<file path="config.mk">
export PLATFORM = sky130hd
export DESIGN_NAME = munoc_axi_burst_splitter
export DESIGN_NICKNAME = d
export VERILOG_FILES = /design/src/rtl/munoc_axi_burst_splitter_pkg.sv /design/src/rtl/munoc_axi_burst_splitter_beat_calc.sv /design/src/rtl/munoc_axi_burst_splitter.sv
export SDC_FILE = /design/constraint.sdc
export NUM_CORES = 1
export LEC_CHECK = 0
export BUFFER_PORTS_ARGS = -buffer_cell sky130_fd_sc_hd__clkbuf_2
export CAP_MARGIN = 10
export CORE_MARGIN = 5
export CORE_UTILIZATION = 51
export CTS_CLUSTER_SIZE = 24
export DETAILED_ROUTE_END_ITERATION = 10
export PLACE_DENSITY = 0.79
export REMOVE_ABC_BUFFERS = 1
export SLEW_MARGIN = 20
export SYNTH_ARGS = -nofsm -noshare
export SYNTH_HDL_FRONTEND = slang
export SYNTH_SLANG_ARGS = --single-unit
export TNS_END_PERCENT = 5
</file>
<file path="constraint.sdc">
create_clock -name clk -period 4.2 [get_ports clk]
set_clock_uncertainty 0.15 [all_clocks]
set_input_delay 0.63 -clock clk [delete_from_list [all_inputs] [get_ports clk]]
set_output_delay 0.63 -clock clk [all_outputs]
set_load 0.01 [all_outputs]
</file>
<file path="src/rtl/munoc_axi_burst_splitter_pkg.sv">
// Shared AXI field widths and encodings, plus the splitter's FSM states and
// the 4KB page constants. The AXI defines carry an include guard so other
// munoc blocks can pull them in as well.
`ifndef MUNOC_AXI_DEFINES_SV
`define MUNOC_AXI_DEFINES_SV
`define BW_AXI_ALEN     8
`define BW_AXI_ASIZE    3
`define BW_AXI_ABURST   2
`define AXI_BURST_FIXED 2'b00
`define AXI_BURST_INCR  2'b01
`define AXI_BURST_WRAP  2'b10
`endif

package munoc_axi_burst_splitter_pkg;

    typedef enum logic {
        ST_IDLE  = 1'b0,
        ST_ISSUE = 1'b1
    } state_t;

    localparam int unsigned PAGE_BYTES     = 4096;
    localparam int unsigned BW_PAGE_OFFSET = 12;
    localparam int unsigned BW_PAGE_SPAN   = BW_PAGE_OFFSET + 1;

endpackage

</file>
<file path="src/rtl/munoc_axi_burst_splitter_beat_calc.sv">
// munoc_burst_beat_calc: number of beats in the next burst.
// beats = min(remaining, MAX_BURST_LEN[, beats left in the current 4KB page])
// The page term is included only when MUNOC_BURST_SPLIT_4KB_EN is defined.
module munoc_burst_beat_calc
    import munoc_axi_burst_splitter_pkg::*;
#(
    parameter int BW_DATA       = 32,
    parameter int BW_LENGTH     = 16,
    parameter int MAX_BURST_LEN = 16
) (
    input  logic [BW_PAGE_OFFSET-1:0] page_offset,
    input  logic [BW_LENGTH-1:0]      remaining,
    output logic [BW_LENGTH-1:0]      beats
);

    localparam int          LOG2_BPB  = $clog2(BW_DATA / 8);
    localparam logic [31:0] MAX_BEATS = 32'(MAX_BURST_LEN);

`ifdef MUNOC_BURST_SPLIT_4KB_EN
    logic [BW_PAGE_SPAN-1:0] bytes_to_page;
    logic [31:0]             beats_to_page;

    // Distance to the next 4KB boundary; page_offset is beat aligned.
    assign bytes_to_page = BW_PAGE_SPAN'(PAGE_BYTES) - {1'b0, page_offset};
    assign beats_to_page = 32'(bytes_to_page >> LOG2_BPB);
`else
    logic unused_page_offset;
    assign unused_page_offset = ^page_offset;
`endif

    // Clamp the remaining beat count by each limit in turn.
    always_comb begin
        beats = remaining;
        if (32'(remaining) > MAX_BEATS) begin
            beats = BW_LENGTH'(MAX_BURST_LEN);
        end
`ifdef MUNOC_BURST_SPLIT_4KB_EN
        if (32'(beats) > beats_to_page) begin
            beats = BW_LENGTH'(beats_to_page);
        end
`endif
    end

endmodule

</file>
<file path="src/rtl/munoc_axi_burst_splitter.sv">
// munoc_axi_burst_splitter: turns a linear (address, byte count) request into
// a sequence of AXI INCR burst commands. Optional macro
// MUNOC_BURST_SPLIT_4KB_EN keeps every burst inside one 4KB page.
module munoc_axi_burst_splitter
    import munoc_axi_burst_splitter_pkg::*;
#(
    parameter int BW_ADDR       = 32,
    parameter int BW_DATA       = 32,
    parameter int BW_LENGTH     = 16,
    parameter int MAX_BURST_LEN = 16
) (
    input  logic                      clk,
    input  logic                      rst,
    input  logic                      req_valid,
    output logic                      req_ready,
    input  logic [BW_ADDR-1:0]        req_addr,
    input  logic [BW_LENGTH-1:0]      req_size,
    output logic [BW_ADDR-1:0]        axaddr,
    output logic [`BW_AXI_ALEN-1:0]   axlen,
    output logic [`BW_AXI_ASIZE-1:0]  axsize,
    output logic [`BW_AXI_ABURST-1:0] axburst,
    output logic                      axvalid,
    input  logic                      axready,
    output logic                      done
);

    localparam int                 BPB        = BW_DATA / 8;
    localparam int                 LOG2_BPB   = $clog2(BPB);
    localparam int                 BW_ALEN    = `BW_AXI_ALEN;
    localparam int                 BW_ASIZE   = `BW_AXI_ASIZE;
    localparam logic [BW_ADDR-1:0] ALIGN_MASK = BW_ADDR'(BPB - 1);

    state_t                    state;
    logic [BW_LENGTH-1:0]      remaining;
    logic [BW_LENGTH-1:0]      beats_q;
    logic [BW_ADDR-1:0]        req_addr_aligned;
    logic [BW_ADDR-1:0]        next_addr;
    logic [BW_LENGTH-1:0]      req_beats;
    logic [BW_LENGTH-1:0]      next_remaining;
    logic [BW_LENGTH-1:0]      calc_remaining;
    logic [BW_LENGTH-1:0]      calc_beats;
    logic [BW_PAGE_OFFSET-1:0] calc_offset;

    assign req_ready = (state == ST_IDLE);
    assign axvalid   = (state == ST_ISSUE);
    assign axsize    = BW_ASIZE'(LOG2_BPB);
    assign axburst   = `AXI_BURST_INCR;

    assign req_addr_aligned = req_addr & ~ALIGN_MASK;
    assign req_beats        = req_size >> LOG2_BPB;
    // Address arithmetic wraps modulo 2^BW_ADDR.
    assign next_addr        = axaddr + (BW_ADDR'(beats_q) << LOG2_BPB);
    assign next_remaining   = remaining - beats_q;

    // The calculator always sizes the burst about to be loaded: the new
    // request while idle, the follow-on burst while issuing.
    always_comb begin
        if (state == ST_IDLE) begin
            calc_offset    = req_addr_aligned[BW_PAGE_OFFSET-1:0];
            calc_remaining = req_beats;
        end else begin
            calc_offset    = next_addr[BW_PAGE_OFFSET-1:0];
            calc_remaining = next_remaining;
        end
    end

    munoc_burst_beat_calc #(
        .BW_DATA       (BW_DATA),
        .BW_LENGTH     (BW_LENGTH),
        .MAX_BURST_LEN (MAX_BURST_LEN)
    ) u_beat_calc (
        .page_offset (calc_offset),
        .remaining   (calc_remaining),
        .beats       (calc_beats)
    );

    // Request/issue FSM with registered command fields and done pulse.
    always_ff @(posedge clk or posedge rst) begin
        if (rst) begin
            state     <= ST_IDLE;
            axaddr    <= '0;
            axlen     <= '0;
            remaining <= '0;
            beats_q   <= '0;
            done      <= 1'b0;
        end else begin
            done <= 1'b0;
            if (state == ST_IDLE) begin
                if (req_valid) begin
                    axaddr    <= req_addr_aligned;
                    remaining <= req_beats;
                    if (req_beats == '0) begin
                        done <= 1'b1;
                    end else begin
                        beats_q <= calc_beats;
                        axlen   <= BW_ALEN'(calc_beats - 1'b1);
                        state   <= ST_ISSUE;
                    end
                end
            end else begin
                if (axready) begin
                    if (next_remaining == '0) begin
                        state <= ST_IDLE;
                        done  <= 1'b1;
                    end else begin
                        axaddr    <= next_addr;
                        remaining <= next_remaining;
                        beats_q   <= calc_beats;
                        axlen     <= BW_ALEN'(calc_beats - 1'b1);
                    end
                end
            end
        end
    end

endmodule

</file>
==> impl_metrics.env, run 1 <==
export IMPL_dpl_hpwl_um=11700
export IMPL_gr_usage_all_layers_pct=24.8
export IMPL_cp_cell_sequence="ha_4 > fa_2 > and2b_1 > o2111ai_2 > and3_1 > or4_4 > a221o_1 > a2111oi_4 > nand4_1 > buf_4 > nand4b_1 > ha_4 > o21a_1 > o31a_1"
export IMPL_viasPerCell=6.09
export IMPL_synth_area_sq_um=5360
export IMPL_maxCapViolations=0
export IMPL_ff2ff_path_depth=14
export IMPL_antenna_cells=0
export IMPL_tightest_slew_ps=871
export IMPL_crit_family="simple AND/OR/NAND/NOR gates"
export IMPL_hold_viol=0
export IMPL_max_freq_mhz=244
export IMPL_synthFlopType="dfrtp_1"
export IMPL_drtIter0Drc=412
export IMPL_holdCritPathClass="input port to async pin"
export IMPL_slowest_delay_ps=510
export IMPL_ys_seq_elements=72
export IMPL_grt_max_degree=43
export IMPL_drc=0
export IMPL_setup_violations=0
export IMPL_area_growth_pct=19.9
export IMPL_final_antenna_net_count=0
export IMPL_slew_headroom_pct=41.2
export IMPL_yosys_area_top_type="dfrtp_1"
export IMPL_syn_inst=613
export IMPL_rsz0062_at_grt="yes"
export IMPL_synthArstFlopShare_pct=100
export IMPL_drive_gt1_share_pct=25.3
export IMPL_place_ws_ps=-239
export IMPL_placed_cell_area_sq_um=6160
export IMPL_synth_most_common_cell="dfrtp_1"
export IMPL_dieHeight_um=113
export IMPL_avgSynthCellArea_sq_um=8.74
export IMPL_antenna_found_initial=0
export IMPL_register_area_sq_um=1800
export IMPL_clk_pin_slew_worst_paths_ps=90
export IMPL_r2r_start="beats_q[0]"
export IMPL_fill_cells=893
export IMPL_tritoncts="yes"
export IMPL_period_share_pct=97.7
export IMPL_nets=813
export IMPL_core_area_sq_um=10300
export IMPL_worstPathMaxFanout=4
export IMPL_netlist_top_cells_count="dfrtp_1, a21oi_1, nand2_1"
export IMPL_clockBufferDepth=2
export IMPL_endpoint_kind="flop"
export IMPL_grt_overflow=0
export IMPL_worstPathArrival_ps=4220
export IMPL_yosysSeqAreaShare_pct=33.6
export IMPL_drt_pre_antenna_iters=5
export IMPL_synth_cell_types=77
export IMPL_wl_per_cell_um=17.9
export IMPL_drv_slew=0
export IMPL_startpoint_type="flop"
export IMPL_grtUsageMet2_pct=41.8
export IMPL_path_common_cell="ha_4"
export IMPL_multiInputGateArea_sq_um=3340
export IMPL_yosysWarnings=0
export IMPL_vias=5285
export IMPL_port_buffers=88
export IMPL_crit_slowest_cell="or4_4"
export IMPL_clk_insertion_delay_late_ps=380
export IMPL_fin_util_pct=62.5
export IMPL_design_area_sq_um=6430
export IMPL_ir_drop_mv=0.290
export IMPL_worst_slack_ps=96.6
export IMPL_crit_type="flop to flop"
export IMPL_hold_buffers=0
export IMPL_met3_usage_pct=4.10
export IMPL_grt_pass1_wl_um=25900
export IMPL_wirelength_um=15500
export IMPL_netlist_area_leader_share_pct=33.6
export IMPL_power_leakage_nw=2.94
export IMPL_status="finished, final reports clean"
export IMPL_htree_levels=3
export IMPL_reg2reg_slack_ps=100
export IMPL_gp_congestion=0.961
export IMPL_worst_r2r_endpoint="axlen[2]"
export IMPL_die_x_um=113
export IMPL_die_area_sq_um=12700
export IMPL_busiest_layer="met2"
export IMPL_power_density_nw_per_um2=521
export IMPL_synth_edf_count=0
export IMPL_grt_pass1_vias=5329
export IMPL_fin_setup_tns_ps=0
export IMPL_worst_path_buf_inv=1
export IMPL_initial_core_util_pct=52.2
export IMPL_worstPathRequired_ps=4310
export IMPL_gr_usage_met1_pct=31.4
export IMPL_clockRootBuffer="clkbuf_8"
export IMPL_synth_area_leaders="dfrtp_1, ha_1, a21oi_1"
export IMPL_dpl_cell_count=848
export IMPL_numCtsBuffers=9
export IMPL_instances_no_fill=868
export IMPL_period_minus_slack_ps=4100
export IMPL_ioPinCount=100
export IMPL_cts_sinks=72
export IMPL_fp_row_count=37
## worst max-delay path by stage
stage,endpoint,depth (start not counted),slack [ps],startpoint
final,axlen[2],14,100,beats_q[0]
after global routing,axlen[6],15,-50,beats_q[0]
after CTS,axlen[0],11,2,beats_q[0]
after detailed placement,axlen[6],15,-240,beats_q[0]
after global placement,axlen[6],16,-190,remaining[0]
after floorplan,axaddr[10],11,-480,beats_q[0]
## flip-flops by register name, indices dropped and copies added (netlist names)
| name | flops |
|---|---|
| axaddr | 30 |
| beats_q | 16 |
| remaining | 16 |
| axlen | 8 |
| axvalid | 1 |
| done | 1 |
## worst reg2reg max path: stages, from the launching register on
cell and delay, ps:
dfrtp_1 410, ha_4 180, fa_2 340, and2b_1 230, o2111ai_2 120, and3_1 220
or4_4 510, a221o_1 340, a2111oi_4 280, nand4_1 190, buf_4 190, nand4b_1 240
ha_4 240, o21a_1 110, o31a_1 270
## per-stage QoR
step / hold slack (ps) / power (mW)
5_1_grt: 240 / 3.59
3_5_place_dp: 336 / 2.77
2_1_floorplan: 315 / 2.21
6_report: 177 / 3.35
4_1_cts: 199 / 3.32
3_3_place_gp: 325 / 2.70
## layout by cell type (no fill, tap or decap), types with 5 or more instances in the layout
master and count:
nor3_1 31, nand2_1 41, inv_1 33, clkbuf_8 9, o21ai_0 30, mux2i_1 10, o21a_1 5, mux2_1 15
xnor2_1 12, a21oi_1 44, nor2_1 36, dfrtp_1 70, nor2b_1 7, o211ai_1 6, o31ai_1 5, nand2b_1 7
o22ai_1 5, buf_4 43, a21o_1 12, nor4_1 5, o31a_1 5, mux2_2 11, and3_1 9, ha_1 30
a211oi_1 5, or3_1 10, o22a_1 6, a31oi_1 13, nand3_1 21, conb_1 7, clkbuf_2 88, nand4_1 6
## routing by layer
metal / part of all wire, % / wire length (um)
met1: 41 / 6400
met4: 3.0 / 467
met5: 0 / 0
met3: 6.9 / 1070
met2: 49 / 7590
## logic make-up after synthesis
| kind of cell | count (synthesis) | synth area share (%) |
|---|---|---|
| simple gates | 196 | 18.5 |
| compound gates | 186 | 23.9 |
| flops | 72 | 33.6 |
| buf+inv | 71 | 5.72 |
| mux | 36 | 7.33 |
| fa+ha+maj | 34 | 8.22 |
| xor+xnor | 16 | 2.61 |
| other cells | 2 | 0.140 |
## report_power, final
group / total (mW) / internal (mW) / switching (mW)
sequential: 0.960 / 0.838 / 0.122
clock: 0.504 / 0.214 / 0.290
combinational: 1.89 / 0.858 / 1.03
total: 3.35 / 1.91 / 1.44
## what timing repair did
action | CTS | global route
gates resized for setup | 11 | 5
buffers inserted | 2 | 2
hold endpoints to repair | 0 | 0
pin swaps | 8 | 8
setup endpoints to repair | 56 | 63
## area by class of cell
class / instances / area share, %
multi-input combinational: 475 / 51.9
inverter: 35 / 2.04
clock inverter: 7 / 0.720
timing repair buffer: 134 / 12.7
tap: 136 / 2.65
sequential: 72 / 28.1
clock buffer: 9 / 1.93
Power figures use the tool's default switching activity.
==> run 2, diff against run 1 <==
--- a/config.mk
+++ b/config.mk
@@ -11,9 +11,8 @@
 export CORE_UTILIZATION = 51
 export CTS_CLUSTER_SIZE = 24
 export DETAILED_ROUTE_END_ITERATION = 10
-export PLACE_DENSITY = 0.79
-export REMOVE_ABC_BUFFERS = 1
-export SLEW_MARGIN = 20
+export PLACE_DENSITY = 0.77
+export SLEW_MARGIN = 5
 export SYNTH_ARGS = -nofsm -noshare
 export SYNTH_HDL_FRONTEND = slang
 export SYNTH_SLANG_ARGS = --single-unit
==> run 2 against run 1 <==
The flow now finishes with violations (setup timing). Die area unchanged. Sequential power increased by 0.7%. Critical path type unchanged. First-iteration DRC count increased by 21%.
==> impl_metrics.env, run 2 (synthesis gave the netlist of run 1 again) <==
export IMPL_top_regs="axaddr (30), beats_q (16), remaining (16)"
export IMPL_maxCapViolations=0
export IMPL_p_total_mw=3.38
export IMPL_worstPathMaxFanout=7
export IMPL_tightest_slew_ps=751
export IMPL_port_buffers=88
export IMPL_cp_cell_sequence="ha_2 > fa_2 > and2b_2 > o2111ai_2 > and3_4 > or4_4 > or4_1 > a2111o_1 > buf_4 > o31a_4 > nor2_4 > mux2_4"
export IMPL_holdCritPathClass="input port to async pin"
export IMPL_core_area_sq_um=10300
export IMPL_crit_type="flop to flop"
export IMPL_clk_insertion_delay_late_ps=360
export IMPL_layout_common_cells="clkbuf_2, dfrtp_1, a21oi_1"
export IMPL_top_register="axaddr"
export IMPL_drtIter0Drc=497
export IMPL_worstPathRequired_ps=4290
export IMPL_final_common_cell="clkbuf_2"
export IMPL_viasPerCell=6.08
export IMPL_holdWs_ps=245
export IMPL_cts_sinks=72
export IMPL_antenna_cells=0
export IMPL_dpl_hpwl_um=11600
export IMPL_power_density_nw_per_um2=514
export IMPL_reg2reg_slack_ps=-20
export IMPL_startpoint_type="flop"
export IMPL_htree_levels=3
export IMPL_fin_util_pct=63.9
export IMPL_vias=5280
export IMPL_grt_max_degree=41
export IMPL_fin_setup_tns_ps=-95.0
export IMPL_multiInputGateArea_sq_um=3420
export IMPL_drv_slew=0
export IMPL_clockRootBuffer="clkbuf_8"
export IMPL_endpoint_kind="flop"
export IMPL_die_area_sq_um=12700
export IMPL_wirelength_um=15700
export IMPL_area_growth_pct=22.6
export IMPL_grt_overflow=0
export IMPL_numCtsBuffers=9
export IMPL_initial_core_util_pct=52.2
export IMPL_crit_start="beats_q[0]"
export IMPL_slew_headroom_pct=49.9
export IMPL_clk_pin_slew_worst_paths_ps=70
export IMPL_ir_drop_mv=0.256
export IMPL_largest_reg_flops=30
export IMPL_register_area_sq_um=1800
export IMPL_final_antenna_net_count=0
export IMPL_crit_slowest_cell="or4_4"
export IMPL_max_freq_mhz=237
export IMPL_period_share_pct=100
export IMPL_wl_per_cell_um=18.0
export IMPL_tritoncts="yes"
export IMPL_slowest_delay_ps=510
export IMPL_placed_cell_area_sq_um=6110
export IMPL_design_area_sq_um=6570
export IMPL_violations="setup timing"
export IMPL_setup_violations=10
export IMPL_die_x_um=113
export IMPL_fill_cells=884
export IMPL_antenna_found_initial=0
export IMPL_gp_congestion=0.926
export IMPL_clockBufferDepth=2
export IMPL_worst_slack_ps=-16.5
export IMPL_drt_pre_antenna_iters=5
export IMPL_drive_gt1_share_pct=28.1
export IMPL_nets=814
export IMPL_grt_pass1_vias=5162
export IMPL_status="finished with violations"
export IMPL_fp_row_count=37
export IMPL_ioPinCount=100
export IMPL_period_minus_slack_ps=4220
export IMPL_grt_pass1_wl_um=25500
export IMPL_r2r_start="beats_q[0]"
export IMPL_gr_usage_all_layers_pct=24.6
export IMPL_worstPathArrival_ps=4310
export IMPL_rsz0062_at_grt="yes"
export IMPL_hold_viol=0
export IMPL_drc=0
export IMPL_power_leakage_nw=3.03
export IMPL_dieHeight_um=113
run 2: changes by cell type in the layout (fill, tap and decap cells not counted), moves of 3 or more:
| cell | before | now |
|---|---|---|
| buf_4 | 43 | 37 |
| buf_8 | 0 | 3 |
| clkbuf_1 | 0 | 3 |
| mux2_1 | 15 | 0 |
| mux2_4 | 0 | 17 |
| nor3_1 | 31 | 25 |
| nor3_2 | 0 | 6 |
| o21ai_0 | 30 | 27 |
run 2: area by class of cell:
class | instances | area share (%)
well taps | 136 | 2.59
inverters | 35 | 2.00
multi-input cells | 475 | 52.1
clock inverters | 3 | 0.267
flip-flops and latches | 72 | 27.4
repair buffers | 135 | 13.3
clock buffers | 13 | 2.27
run 2: layer usage:
metal	vias to the layer above	share of wire [%]	global-route usage (%)
met3	18	7.0	3.99
met5	-	0	0
met2	213	48	41.0
met1	2547	44	33.1
met4	0	1.6	7.61
li1	2502	-	-
run 2: power breakdown:
group / internal [mW] / switching, mW
clock: 0.229 / 0.259
sequential: 0.839 / 0.128
combinational: 0.902 / 1.02
total: 1.97 / 1.41
run 2: worst paths after layout:
kind,to,depth (start not counted)
hold reg to reg,axlen[6],1
setup / recovery,axlen[6],12
hold / removal,axaddr[31],2
setup reg to reg,axlen[6],12
max in group asynchronous,beats_q[2],4
min in group clk,axlen[6],1
run 2: stage by stage:
stage | std cells | worst slack (ps)
floorplan | 618 | 13.5
global placement | 841 | -60.7
detailed placement | 841 | -139
CTS | 867 | -19.8
global route | 869 | -134
finish | 869 | -16.5
run 2: critical path, delay by kind of cell, from the launching register on:
kind | cells | cell delay (ps)
buffers and inverters | 1 | 160
AO/OA/AOI/OAI | 3 | 890
multiplexers | 1 | 310
adder cells (fa/ha/maj) | 2 | 610
flip-flops | 1 | 410
AND/OR/NAND/NOR | 5 | 1570
run 2: timing repair:
item	4_1_cts	5_1_grt
hold buffers	0	0
endpoints found under the setup margin	48	67
buffers inserted	10	2
resized for setup	18	32
pin swaps	6	11
==> run 3, diff against run 2 <==
--- a/config.mk
+++ b/config.mk
@@ -7,13 +7,14 @@
 export LEC_CHECK = 0
 export BUFFER_PORTS_ARGS = -buffer_cell sky130_fd_sc_hd__clkbuf_2
 export CAP_MARGIN = 10
+export CORE_ASPECT_RATIO = 0.6
 export CORE_MARGIN = 5
 export CORE_UTILIZATION = 51
 export CTS_CLUSTER_SIZE = 24
 export DETAILED_ROUTE_END_ITERATION = 10
 export PLACE_DENSITY = 0.77
-export SLEW_MARGIN = 5
+export SLEW_MARGIN = 20
 export SYNTH_ARGS = -nofsm -noshare
 export SYNTH_HDL_FRONTEND = slang
 export SYNTH_SLANG_ARGS = --single-unit
-export TNS_END_PERCENT = 5
+export TNS_END_PERCENT = 30
==> run 3 against run 2 <==
The flow still finishes with violations (setup timing). First-iteration DRC count is 5.0% higher. Combinational power increased by 5%. Non-clock buffer count is 4 higher. Final cell count is 0.81% higher. Global-route usage grew 1.9 points. Critical path type unchanged.
==> impl_metrics.env, run 3 (synthesis gave the netlist of run 1 again) <==
export IMPL_htree_levels=3
export IMPL_clockRootBuffer="clkbuf_16"
export IMPL_gr_usage_all_layers_pct=26.5
export IMPL_dpl_hpwl_um=12300
export IMPL_slowest_delay_ps=560
export IMPL_fill_cells=796
export IMPL_viasPerCell=6.18
export IMPL_endpoint_kind="flop"
export IMPL_top_regs="axaddr (30), beats_q (16), remaining (16)"
export IMPL_clk_pin_slew_worst_paths_ps=70
export IMPL_clk_insertion_delay_late_ps=340
export IMPL_maxCapViolations=0
export IMPL_final_common_cell="clkbuf_2"
export IMPL_largest_reg_flops=30
export IMPL_antenna_cells=0
export IMPL_wirelength_um=17200
export IMPL_initial_core_util_pct=51.5
export IMPL_violations="setup timing"
export IMPL_clockBufferDepth=2
export IMPL_slew_headroom_pct=44.9
export IMPL_drt_pre_antenna_iters=5
export IMPL_period_share_pct=101
export IMPL_tritoncts="yes"
export IMPL_startpoint_type="flop"
export IMPL_die_area_sq_um=12700
export IMPL_path_common_cell="or4_4"
export IMPL_fin_setup_tns_ps=-352
export IMPL_grt_pass1_wl_um=26400
export IMPL_status="finished with violations"
export IMPL_tightest_slew_ps=825
export IMPL_grt_overflow=0
export IMPL_dieHeight_um=89.4
export IMPL_holdCritPathClass="input port to async pin"
export IMPL_vias=5418
export IMPL_grt_pass1_vias=5062
export IMPL_multiInputGateArea_sq_um=3420
export IMPL_cts_sinks=72
export IMPL_gp_congestion=0.956
export IMPL_top_register="axaddr"
export IMPL_period_minus_slack_ps=4250
export IMPL_worstPathArrival_ps=4320
export IMPL_port_buffers=88
export IMPL_hold_buffers=0
export IMPL_die_x_um=142
export IMPL_numCtsBuffers=9
export IMPL_max_freq_mhz=235
export IMPL_layout_common_cells="clkbuf_2, dfrtp_1, a21oi_1"
export IMPL_antenna_found_initial=0
export IMPL_cp_cell_sequence="ha_4 > fa_2 > and2b_1 > o2111ai_2 > and3_4 > or4_4 > or4_4 > a2111o_1 > o31ai_4 > nand2_4 > buf_4 > mux2_1"
export IMPL_setup_violations=15
export IMPL_design_area_sq_um=6770
export IMPL_grt_max_degree=38
export IMPL_register_area_sq_um=1800
export IMPL_drtIter0Drc=522
export IMPL_power_density_nw_per_um2=568
export IMPL_drv_slew=0
export IMPL_worst_slack_ps=-49.1
export IMPL_drive_gt1_share_pct=28.8
export IMPL_core_area_sq_um=10400
export IMPL_worstPathMaxFanout=7
export IMPL_hold_viol=0
export IMPL_fp_row_count=29
export IMPL_ir_drop_mv=0.336
export IMPL_crit_type="flop to flop"
export IMPL_final_antenna_net_count=0
export IMPL_nets=818
export IMPL_power_leakage_nw=3.12
export IMPL_placed_cell_area_sq_um=6140
export IMPL_worstPathRequired_ps=4270
export IMPL_rsz0062_at_grt="yes"
export IMPL_area_growth_pct=26.3
export IMPL_drc=0
export IMPL_crit_slowest_cell="or4_4"
export IMPL_wl_per_cell_um=19.7
export IMPL_ioPinCount=100
[run 3: cell count changes in the layout (fill, tap and decap cells not counted), moves of 4 or more]
cell       delta
nor3_1        +5
clkbuf_8      -9
nor3_2        -5
buf_4         +4
clkbuf_16    +11
[run 3: final timing paths]
| check | start | end | slack [ps] | depth (start not counted) |
|---|---|---|---|---|
| worst min-delay path | rst | axaddr[13] | 280 | 2 |
| worst min register to register | axlen[5] | axlen[5] | 360 | 1 |
| worst max-delay path | beats_q[0] | axaddr[5] | -50 | 12 |
| max in group asynchronous | rst | remaining[7] | 2600 | 3 |
| worst max register to register | beats_q[0] | axaddr[5] | -50 | 12 |
| min in group clk | axlen[5] | axlen[5] | 360 | 1 |
[run 3: worst max-delay path, delay by kind of cell (launching register included)]
family | cells | cell delay [ps]
AND/OR/NAND/NOR | 5 | 1690
AO/OA/AOI/OAI | 3 | 810
adder cells (fa/ha/maj) | 2 | 530
flip-flops | 1 | 410
multiplexers | 1 | 310
buffers and inverters | 1 | 230
[run 3: power by group]
group	internal (mW)	switching (mW)	leakage (nW)	total (mW)
combinational	0.922	1.09	2.09	2.01
sequential	0.840	0.141	0.865	0.981
clock	0.538	0.314	0.159	0.852
total	2.30	1.54	3.12	3.84
[run 3: per-stage QoR]
| step | std cells | hold slack, ps | util, % | power, mW | worst slack [ps] |
|---|---|---|---|---|---|
| finish | 876 | 284 | 65.0 | 3.84 | -49.1 |
| global route | 876 | 362 | 65.0 | 4.07 | -122 |
| CTS | 872 | 312 | 63.4 | 3.68 | 1.16 |
| detailed placement | 849 | 336 | 59.0 | 2.77 | -214 |
| global placement | 849 | 332 | 59.0 | 2.69 | -157 |
| floorplan | 618 | 315 | - | 2.24 | 13.5 |
[run 3: final cells by class]
class                   count  share of cell area (%)
well taps                 139                    2.57
repair buffers            139                    13.5
inverters                  35                    1.94
multi-input cells         475                    50.4
clock inverters             6                    1.33
flip-flops and latches     72                    26.6
clock buffers              10                    3.53
[run 3: metal layers]
metal / track usage, % / share of wire (%)
met1: 38.4 / 45
met2: 39.2 / 42
met5: 0 / 0
met3: 7.96 / 11
met4: 6.21 / 1.1
[run 3: repair_timing]
action                     CTS  global route
setup endpoints to repair   66            60
setup buffers                6             2
pin swaps                    5             9
cloned                       1             2
gates resized for setup     16            32
